File: src/rtl/pipe_stage_ctrl_if.sv
// ---------------------------------------------------------------------------
// pipe_stage_ctrl_if
// Valid/ready payload bundle used on both sides of an elastic pipeline stage.
//
// Signals:
//   valid   : sender presents a payload
//   ready   : receiver can take the payload this cycle
//   data    : payload, DATA_W bits
//   noflush : tag travelling with the payload (survives flush when the
//             stage is built with PIPE_STAGE_NOFLUSH_EN)
//
// Modports:
//   master : the side that produces payloads (drives valid/data/noflush)
//   slave  : the side that consumes payloads (drives ready)
// ---------------------------------------------------------------------------
interface pipe_stage_ctrl_if #(
  parameter int DATA_W = 32
);
  logic              valid;
  logic              ready;
  logic [DATA_W-1:0] data;
  logic              noflush;

  modport master (
    output valid,
    output data,
    output noflush,
    input  ready
  );

  modport slave (
    input  valid,
    input  data,
    input  noflush,
    output ready
  );
endinterface

File: src/rtl/pipe_stage_ctrl.sv
// ---------------------------------------------------------------------------
// pipe_stage_ctrl
// Elastic pipeline-stage register with a 2-entry skid buffer (main entry M
// feeding the outputs, skid entry S catching one payload under backpressure).
// Upstream ready is a register that depends only on whether S is occupied,
// so there is no combinational path from out_ready to in_ready.
//
// Parameters:
//   DATA_W      : payload width (1..256)
//   CLEAR_VAL   : value held in any empty entry, seen on dn.data when idle
//   STALL_CNT_W : width of the saturating stall-cycle counter
//
// Ports:
//   clk       : rising-edge clock
//   reset_n   : asynchronous active-low reset
//   up        : upstream bundle (slave):   in_valid/in_ready/in_data/in_noflush
//   dn        : downstream bundle (master): out_valid/out_ready/out_data/out_noflush
//   flush     : synchronous kill of held entries, priority over accept/pop
//   stall_cnt : cycles with dn.valid=1 and dn.ready=0, saturating, not flushed
//
// Configuration macro:
//   PIPE_STAGE_NOFLUSH_EN : when defined, flush only kills entries whose
//   noflush tag is 0; tagged entries (and a tagged payload offered during
//   flush) survive and are compacted towards M in FIFO order.
// ---------------------------------------------------------------------------
module pipe_stage_ctrl #(
  parameter int                DATA_W      = 32,
  parameter logic [DATA_W-1:0] CLEAR_VAL   = {DATA_W{1'b0}},
  parameter int                STALL_CNT_W = 16
) (
  input  logic                   clk,
  input  logic                   reset_n,
  pipe_stage_ctrl_if.slave       up,
  pipe_stage_ctrl_if.master      dn,
  input  logic                   flush,
  output logic [STALL_CNT_W-1:0] stall_cnt
);

  // Main entry (drives the outputs)
  logic              m_valid;
  logic [DATA_W-1:0] m_data;
  logic              m_noflush;

  // Skid entry (only occupied while downstream is stalled)
  logic              s_valid;
  logic [DATA_W-1:0] s_data;
  logic              s_noflush;

  logic              in_ready;

  // Next-state values
  logic              m_valid_nxt;
  logic [DATA_W-1:0] m_data_nxt;
  logic              m_noflush_nxt;
  logic              s_valid_nxt;
  logic [DATA_W-1:0] s_data_nxt;
  logic              s_noflush_nxt;

  logic acc;
  logic pop;
  logic keep_m;
  logic keep_s;
  logic keep_in;
  logic stall_inc;

  assign acc = up.valid & in_ready;
  assign pop = m_valid & dn.ready;

  // Survivor terms. Every update (normal or flush) is expressed as: the
  // surviving entries, oldest first, are packed into M then S. Without a
  // flush, M survives unless popped, S always survives, and an accepted
  // payload survives. A pop always removes M, even in a flush cycle.
`ifdef PIPE_STAGE_NOFLUSH_EN
  assign keep_m  = m_valid & ~pop & (~flush | m_noflush);
  assign keep_s  = s_valid & (~flush | s_noflush);
  assign keep_in = acc & (~flush | up.noflush);
`else
  assign keep_m  = m_valid & ~pop & ~flush;
  assign keep_s  = s_valid & ~flush;
  assign keep_in = acc & ~flush;
`endif

  // Stall counting stops at all-ones; flush does not touch it.
  assign stall_inc = m_valid & ~dn.ready & ~(&stall_cnt);

  // Next-state packing of surviving entries into M/S; empty entries get CLEAR_VAL
  always_comb begin
    m_valid_nxt   = 1'b0;
    m_data_nxt    = CLEAR_VAL;
    m_noflush_nxt = 1'b0;
    s_valid_nxt   = 1'b0;
    s_data_nxt    = CLEAR_VAL;
    s_noflush_nxt = 1'b0;
    if (keep_m) begin
      m_valid_nxt   = 1'b1;
      m_data_nxt    = m_data;
      m_noflush_nxt = m_noflush;
      if (keep_s) begin
        s_valid_nxt   = 1'b1;
        s_data_nxt    = s_data;
        s_noflush_nxt = s_noflush;
      end else if (keep_in) begin
        // Downstream stalled: the new payload lands in the skid entry
        s_valid_nxt   = 1'b1;
        s_data_nxt    = up.data;
        s_noflush_nxt = up.noflush;
      end else begin
        s_valid_nxt   = 1'b0;
        s_data_nxt    = CLEAR_VAL;
        s_noflush_nxt = 1'b0;
      end
    end else if (keep_s) begin
      // M leaves (popped or killed): skid entry moves forward. keep_in is
      // impossible here because in_ready was low while S was occupied.
      m_valid_nxt   = 1'b1;
      m_data_nxt    = s_data;
      m_noflush_nxt = s_noflush;
      if (keep_in) begin
        s_valid_nxt   = 1'b1;
        s_data_nxt    = up.data;
        s_noflush_nxt = up.noflush;
      end else begin
        s_valid_nxt   = 1'b0;
        s_data_nxt    = CLEAR_VAL;
        s_noflush_nxt = 1'b0;
      end
    end else if (keep_in) begin
      m_valid_nxt   = 1'b1;
      m_data_nxt    = up.data;
      m_noflush_nxt = up.noflush;
    end else begin
      m_valid_nxt   = 1'b0;
      m_data_nxt    = CLEAR_VAL;
      m_noflush_nxt = 1'b0;
    end
  end

  // Entry registers and registered upstream ready
  always_ff @(posedge clk or negedge reset_n) begin
    if (!reset_n) begin
      m_valid   <= 1'b0;
      m_data    <= CLEAR_VAL;
      m_noflush <= 1'b0;
      s_valid   <= 1'b0;
      s_data    <= CLEAR_VAL;
      s_noflush <= 1'b0;
      in_ready  <= 1'b1;
    end else begin
      m_valid   <= m_valid_nxt;
      m_data    <= m_data_nxt;
      m_noflush <= m_noflush_nxt;
      s_valid   <= s_valid_nxt;
      s_data    <= s_data_nxt;
      s_noflush <= s_noflush_nxt;
      // Mirrors ~s_valid exactly, kept as its own flop for a clean output
      in_ready  <= ~s_valid_nxt;
    end
  end

  // Saturating stall-cycle counter
  always_ff @(posedge clk or negedge reset_n) begin
    if (!reset_n) begin
      stall_cnt <= {STALL_CNT_W{1'b0}};
    end else if (stall_inc) begin
      stall_cnt <= stall_cnt + STALL_CNT_W'(1);
    end else begin
      stall_cnt <= stall_cnt;
    end
  end

  assign up.ready   = in_ready;
  assign dn.valid   = m_valid;
  assign dn.data    = m_data;
  assign dn.noflush = m_noflush;

endmodule

File: src/flat_wrapper.sv
// flat-port wrapper written by rule: the top's interface ports become plain ports
module pipe_stage_ctrl_flat 
#(
  parameter int                DATA_W      = 32,
  parameter logic [DATA_W-1:0] CLEAR_VAL   = {DATA_W{1'b0}},
  parameter int                STALL_CNT_W = 16
)
  (clk, reset_n, flush, stall_cnt, up_valid, up_data, up_noflush, up_ready, dn_valid, dn_data, dn_noflush, dn_ready);
  pipe_stage_ctrl_if #(.DATA_W(DATA_W)) up_i ();
  pipe_stage_ctrl_if #(.DATA_W(DATA_W)) dn_i ();
  input  logic clk;
  input  logic reset_n;
  input  logic flush;
  output logic [STALL_CNT_W-1:0] stall_cnt;
  input wire logic [$bits(up_i.valid)-1:0] up_valid;
  input wire logic [$bits(up_i.data)-1:0] up_data;
  input wire logic [$bits(up_i.noflush)-1:0] up_noflush;
  output wire logic [$bits(up_i.ready)-1:0] up_ready;
  output wire logic [$bits(dn_i.valid)-1:0] dn_valid;
  output wire logic [$bits(dn_i.data)-1:0] dn_data;
  output wire logic [$bits(dn_i.noflush)-1:0] dn_noflush;
  input wire logic [$bits(dn_i.ready)-1:0] dn_ready;
  assign up_i.valid = up_valid;
  assign up_i.data = up_data;
  assign up_i.noflush = up_noflush;
  assign up_ready = up_i.ready;
  assign dn_valid = dn_i.valid;
  assign dn_data = dn_i.data;
  assign dn_noflush = dn_i.noflush;
  assign dn_i.ready = dn_ready;
  pipe_stage_ctrl #(.DATA_W(DATA_W), .CLEAR_VAL(CLEAR_VAL), .STALL_CNT_W(STALL_CNT_W)) u_core (.clk(clk), .reset_n(reset_n), .up(up_i), .dn(dn_i), .flush(flush), .stall_cnt(stall_cnt));
endmodule
File: config.mk
export PLATFORM = sky130hd
export DESIGN_NAME = pipe_stage_ctrl_flat
export DESIGN_NICKNAME = d
export VERILOG_FILES = /design/src/rtl/pipe_stage_ctrl_if.sv /design/src/rtl/pipe_stage_ctrl.sv /design/src/flat_wrapper.sv
export SDC_FILE = /design/constraint.sdc
export NUM_CORES = 1
export LEC_CHECK = 0
export BUFFER_PORTS_ARGS = -buffer_cell sky130_fd_sc_hd__buf_2
export CORE_ASPECT_RATIO = 0.9
export CORE_UTILIZATION = 48
export CTS_CLUSTER_SIZE = 25
export DETAILED_ROUTE_END_ITERATION = 16
export PLACE_DENSITY_LB_ADDON = 0.15
export SLEW_MARGIN = 20
export SYNTH_ARGS = -nofsm -noshare
export SYNTH_HDL_FRONTEND = slang
export SYNTH_SLANG_ARGS = --single-unit
File: constraint.sdc
create_clock -name clk -period 1.6 [get_ports clk]
set_input_delay 0.32 -clock clk [delete_from_list [all_inputs] [get_ports clk]]
set_output_delay 0.32 -clock clk [all_outputs]
set_load 0.005 [all_outputs]
# Word-level counts from Yosys, hierarchy flattened
# Cells that the tools add are included.
[totals]
word_cells = 36
out_inout_bits = 51
inputBits = 38
ff_bits = 85
[op_classes]
addsub = 1
n_reduce_logical = 1
bitwise = 13
n_mux = 13
[ops]
columns = ["cell", "n"]
rows = [
  ["$mux W32", 4],
  ["$add A16 B1 Y16 const B", 1],
  ["$reduce_and A16 Y1", 1],
  ["$mux W1", 9],
  ["$and A1 B1 Y1", 8],
  ["$not A1 Y1", 5],
]

# Longest topological paths before layout
# Gate-level depths: netlist of the first run.
[logic_depth]
word_depth = 6
mapped_depth = 6
ltp_nobuf = 5

# Worst setup path before layout of the first run
# No wires, ideal clock.
[synth_path]
kind = "register -> register"
from = "reg u_core.stall_cnt[0]"
to = "reg u_core.stall_cnt[1]"
t_required_ns = 1.472
t_arrival_ns = 1.556
path_buffers = 0
slack_ns = -0.083
stages_incl_launch_ff = 6
synth_period_minus_slack_ns = 1.683
setup_ns = 0.128
path_cell_list = "dfrtp_1 > ha_1 > nand3_1 > nor4_4 > nor2_1 > mux2_1"
[synth_between]
elab_chain_cells = 3
elab_cells_between_ends = 4
cone_classes = "add/sub (1); bitwise (2); reduce/logical (1)"
[synth_lines]
columns = ["element", "line_no", "source"]
rows = [
  ["start: declaration", "pipe_stage_ctrl.sv:36", "output logic [STALL_CNT_W-1:0] stall_cnt"],
  ["start signal: assignment", "pipe_stage_ctrl.sv:163", "stall_cnt <= {STALL_CNT_W{1'b0}};"],
  ["start signal: assignment", "pipe_stage_ctrl.sv:165", "stall_cnt <= stall_cnt + STALL_CNT_W'(1);"],
  ["start signal: assignment", "pipe_stage_ctrl.sv:167", "stall_cnt <= stall_cnt;"],
  ["parallel branches: the longest is 3 deep, another holds $add A16 B1 Y16", "-", ""],
]
# Several ways; the timed one is not identified.
# A chain may end at the register's enable or synchronous reset.

# Worst setup path in the final report of the first run
[layout_path]
from = "reg u_core.stall_cnt[7]"
to = "reg u_core.stall_cnt[15]"
# The elaborated chain is that of the path after synthesis.

==> flow_metrics.tcl, run 1 <==
set metrics [dict create \
    status "finished, violations left" \
    failed_checks "setup timing" \
    antenna_found_initial 0 \
    rsz0062_at_grt "yes" \
    fin_nets 452 \
    utilization_pct 63.4 \
    ys.flop_type "dfrtp_1" \
    initialDrtViolationCount 132 \
    drv_slew 0 \
    fin_area_um2 4760 \
    crit_start "u_core.stall_cnt[7]$_DFFE_PN0P_" \
    reg2reg_from "u_core.stall_cnt[7]$_DFFE_PN0P_" \
    whs_path_depth 2 \
    fin_crit_ns 1.64 \
    grt_pass1_vias 2845 \
    finalWorstSetupSlack_ns -0.0433 \
    synth-seq-cells 85 \
    criticalPathCategory "flip-flop to flip-flop" \
    dp_hpwl_um 5390 \
    final_common_cell "buf_2" \
    placed_area_um2 4490 \
    max_cap_viol_count 0 \
    n_antenna_cell 0 \
    hp-class "primary input to flip-flop" \
    crit_required_ns 1.88 \
    powerDensity_nw_per_um2 958 \
    cp_max_fo 4 \
    drc 0 \
    grt_util_all_layers_pct 21.7 \
    worstMarginPinSlew_ns 0.413 \
    wire_per_inst_um 16.2 \
    grt_pass1_wl_um 13600 \
    grt-ovfl-total 0 \
    htreeDepth 3 \
    ioPinCount 89 \
    grt_max_degree 67 \
    async_reset_ff_share_pct 100 \
    rows 30 \
    ys_types 35 \
    cts_buffer_depth 2 \
    clock.fmax_ghz 0.609 \
    ir_drop_v 0.000840 \
    synth_edf_count 0 \
    synth_nets 345 \
    die_h_um 85.4 \
    vias 2816 \
    synth_seq_area_share_pct 57.3 \
    yosysWarnings 0 \
    critical_path.max_stage_delay_ns 0.59 \
    cp_data_arrival_time_ns 1.93 \
    crit_path_end_kind "flip-flop" \
    hold_start "up_data[25]" \
    finalClockSkew_ns 0.0106 \
    synth_cells 306 \
    critical-path-top-delay-family "simple AND/OR/NAND/NOR gates" \
    r2r_cells 4 \
    core_area_um2 7510 \
    whs_ns 0.188 \
    cp-start-kind "flip-flop" \
    die_x_um 94.7 \
    clockRootBuffer "clkbuf_8" \
    numCtsBuffers 9 \
    cp_cell_sequence "inv_1 > or4_4 > nor4_2 > xor2_1" \
    crit_buf_inv 1 \
    area_growth_pct 28.1 \
    syn_area_per_cell_um2 12.1 \
    dr.pass1.iters 4 \
    maxSlewHeadroom_pct 72.5 \
    synth_area_um2 3710 \
    finalSetupViolCount 1 \
    dieArea_um2 8090 \
    final_cell_mix "87 x buf_2, 83 x dfrtp_1, 38 x nand2_1" \
    clkLatencyLatePin_ns 0.36 \
    clk_pin_slew_ns 0.10 \
    via_per_inst 5.48 \
    drive_above_1_share_pct 37.1 \
    drt_wl_total_um 8310 \
    io_buffers 88 \
    crit_cells 4 \
    start_util_pct 49.5 \
    hold_viol 0 \
    fin_crit_sh_pct 103 \
    p_leak_uw 0.00228 \
    antenna_left 0 \
    critical-path-slowest-cell "or4_4" \
    cts_tree "yes" \
    cts.sinks 85 \
    gp_routability_congestion 0.828 \
]
-- final cells by class --
class	instances	area (um2)
flip-flops and latches	85	2130
inverters	2	7.51
repair buffers	118	737
multi-input cells	197	1580
clock inverters	7	65.1
well taps	96	120
clock buffers	9	124
fillers	643	2750
-- worst paths after layout --
path,end,slack [ns]
max reg2reg,u_core.stall_cnt[15]$_DFFE_PN0P_,-0.04
min reg2reg,u_core.dn.data[17]$_DFFE_PN0N_,0.47
max,u_core.stall_cnt[15]$_DFFE_PN0P_,-0.04
min,u_core.s_data[25]$_DFF_PN0_,0.19
max in group asynchronous,u_core.up.ready$_DFF_PN1_,0.59
min in group asynchronous,u_core.dn.data[26]$_DFFE_PN0N_,0.42
-- timing repair --
action | in CTS | in global routing
hold buffers | 1 | 0
setup endpoints to repair | 9 | 24
buffers inserted | 2 | 1
hold endpoints to repair | 27 | 0
gates resized for setup | 2 | 7
pin swaps | 0 | 5
-- kinds of logic after synthesis --
kind of cell / share of synthesized area, %
AOI/OAI and AO/OA: 15.3
xor gates and xnor gates: 3.54
adders and majority gates: 0.606
buffers and inverters: 2.66
DFF: 57.3
muxes: 9.20
and+or+nand+nor: 11.4
-- cell usage after synthesis, drive strengths merged, types with 3 or more instances --
master,n,area (um2)
nor2,4,15.0
nand2,38,143
dfrtp,84,2100
o31ai,34,255
nand4,4,40.0
nor4,8,77.6
nand3,5,25.0
xnor2,3,26.3
clkbuf,15,56.3
a22o,33,289
o21ai,3,15.0
mux2i,33,330
xor2,12,105
nor3b,3,27.5
buf,7,35.0
nor3,3,15.0
-- per-layer routing --
layer / global-route usage (%) / vias to the layer above / wire length [um]
met1: 28.3 / 1385 / 3860
met5: 0 / - / 0
li1: - / 1344 / -
met3: 6.27 / 11 / 405
met2: 34.8 / 76 / 3960
met4: 7.30 / 0 / 87
-- registers in the layout, summed over array words and instances, names as in the netlist --
| signal | count |
|---|---|
| u_core.dn.noflush | 1 |
| u_core.dn.valid | 1 |
| u_core.s_valid | 1 |
| u_core.stall_cnt | 16 |
| u_core.s_noflush | 1 |
| u_core.up.ready | 1 |
| u_core.s_data | 32 |
| u_core.dn.data | 32 |
-- per-stage QoR --
step / setup WS [ns] / instances / setup TNS, ns / power (uW)
after floorplan: -0.0658 / 306 / -0.0658 / 2710
after global placement: -0.00913 / 494 / -0.0139 / 3050
after detailed placement: -0.0457 / 494 / -0.141 / 3070
after CTS: 0.0165 / 513 / 0 / 4570
after global routing: -0.102 / 514 / -0.190 / 4800
final: -0.0433 / 514 / -0.0433 / 4560
-- power breakdown --
group	leakage (uW)	switching, uW	total (uW)	internal, uW
logic	0.00104	345	711	366
clock network	0.0000878	853	1450	601
registers	0.00115	118	2390	2280
total	0.00228	1320	4560	3240
Power figures use the tool's default switching activity.
==> run 2, diff against run 1 <==
==> constraint.sdc (replaced) <==
create_clock -name clk -period 1.6 [get_ports clk]
set_input_delay 0.32 -clock clk [delete_from_list [all_inputs] [get_ports clk]]
set_output_delay 0.32 -clock clk [all_outputs]
set_load 0.01 [all_outputs]
==> flow_metrics.tcl, run 2 (synthesis results as in run 1) <==
set metrics [dict create \
    cts.sinks 85 \
    place_inst 498 \
    ir_drop_v 0.000715 \
    initialDrtViolationCount 174 \
    wire_per_inst_um 15.8 \
    cp_data_arrival_time_ns 1.84 \
    grt_pass1_wl_um 13600 \
    cp_cell_sequence "nand4_4 > or4_4 > nor4_4 > xor2_1" \
    drt_wl_total_um 8200 \
    core_area_um2 7510 \
    hp-class "primary input to flip-flop" \
    final_cell_count_no_fill 520 \
    die_x_um 94.7 \
    die_h_um 85.4 \
    drv_slew 0 \
    grt-ovfl-total 0 \
    grt_pass1_vias 2786 \
    r2r_slack_ns 0.03 \
    cts_buffer_depth 2 \
    clk_pin_slew_ns 0.09 \
    status "finished clean" \
    drc 0 \
    antenna_left 0 \
    finalSetupViolCount 0 \
    max_cap_viol_count 0 \
    hold_viol 0 \
    clockRootBuffer "clkbuf_8" \
    n_antenna_cell 0 \
    ioPinCount 89 \
    final_cell_mix "87 x buf_2, 81 x dfrtp_1, 38 x nand2_1" \
    start_util_pct 49.5 \
    criticalPathCategory "flip-flop to flip-flop" \
    grt_max_degree 46 \
    powerDensity_nw_per_um2 1000 \
    p_leak_uw 0.00233 \
    cp-start-kind "flip-flop" \
    rows 30 \
    gp_routability_congestion 0.796 \
    fin_crit_sh_pct 97.9 \
    via_per_inst 5.33 \
    cts_tree "yes" \
    total_power_uw 4850 \
    dp_hpwl_um 5310 \
    fin_crit_ns 1.57 \
    critical-path-top-delay-family "simple AND/OR/NAND/NOR gates" \
    critical-path-slowest-cell "or4_4" \
    io_buffers 88 \
    cp_max_fo 5 \
    fin_nets 458 \
    dr.pass1.iters 4 \
    rsz0062_at_grt "yes" \
    clkLatencyLatePin_ns 0.36 \
    final_common_cell "buf_2" \
    crit_required_ns 1.88 \
    numCtsBuffers 9 \
    crit_path_end_kind "flip-flop" \
    area_growth_pct 29.9 \
    vias 2774 \
    dieArea_um2 8090 \
    drive_above_1_share_pct 37.7 \
    maxSlewHeadroom_pct 77.3 \
    finalClockSkew_ns 0.00867 \
    crit_buf_inv 0 \
    clock.fmax_ghz 0.638 \
    htreeDepth 3 \
    grt_util_all_layers_pct 21.6 \
    worstMarginPinSlew_ns 0.340 \
    critical_path.max_stage_delay_ns 0.55 \
    antenna_found_initial 0 \
]
[run 2: power by group]
group / internal, uW / switching (uW) / leakage [uW]
logic: 348 / 382 / 0.00107
clock network: 935 / 800 / 0.000111
registers: 2280 / 102 / 0.00115
[run 2: final timing paths]
check	startpoint	end	depth (start not counted)
worst max-delay path	u_core.stall_cnt[6]$_DFFE_PN0P_	u_core.stall_cnt[15]$_DFFE_PN0P_	4
worst min-delay path	up_data[13]	u_core.s_data[13]$_DFF_PN0_	2
worst max register to register	u_core.stall_cnt[6]$_DFFE_PN0P_	u_core.stall_cnt[15]$_DFFE_PN0P_	4
worst min register to register	u_core.dn.data[28]$_DFFE_PN0N_	u_core.dn.data[28]$_DFFE_PN0N_	2
max in group asynchronous	reset_n	u_core.up.ready$_DFF_PN1_	3
min in group asynchronous	reset_n	u_core.dn.data[25]$_DFFE_PN0N_	2
[run 2: routing by layer]
layer,track usage [%],vias to the layer above,share of wire [%]
met3,5.82,12,5.1
met4,7.30,0,1.5
met5,0,-,0
met2,32.6,65,46
met1,30.2,1346,48
li1,-,1351,-
[run 2: stage by stage]
stage          cell area, um2  setup WS (ns)  hold WS (ns)  setup TNS, ns  util [%]
6_report                 4820         0.0330         0.189              0      64.3
5_1_grt                  4820        -0.0565         0.166         -0.209      64.3
4_1_cts                  4760        0.00299         0.165              0      63.5
3_5_place_dp             4520        -0.0713         0.154         -0.143      60.2
3_3_place_gp             4520        -0.0188         0.157        -0.0202      60.2
2_1_floorplan            3730         -0.112        0.0244         -0.112         -
[run 2: area by class of cell]
cell class	count	area, um2
clock buffer	10	138
clock inverter	6	95.1
fill	630	2680
inverter	2	7.51
multi-input combinational	197	1550
sequential	85	2130
tap	96	120
timing repair buffer	124	778
[run 2: what timing repair did]
action,CTS,global route
hold buffers,1,0
hold endpoints to repair,27,0
endpoints found under the setup margin,0,12
resized for setup,0,4
setup buffers,0,5
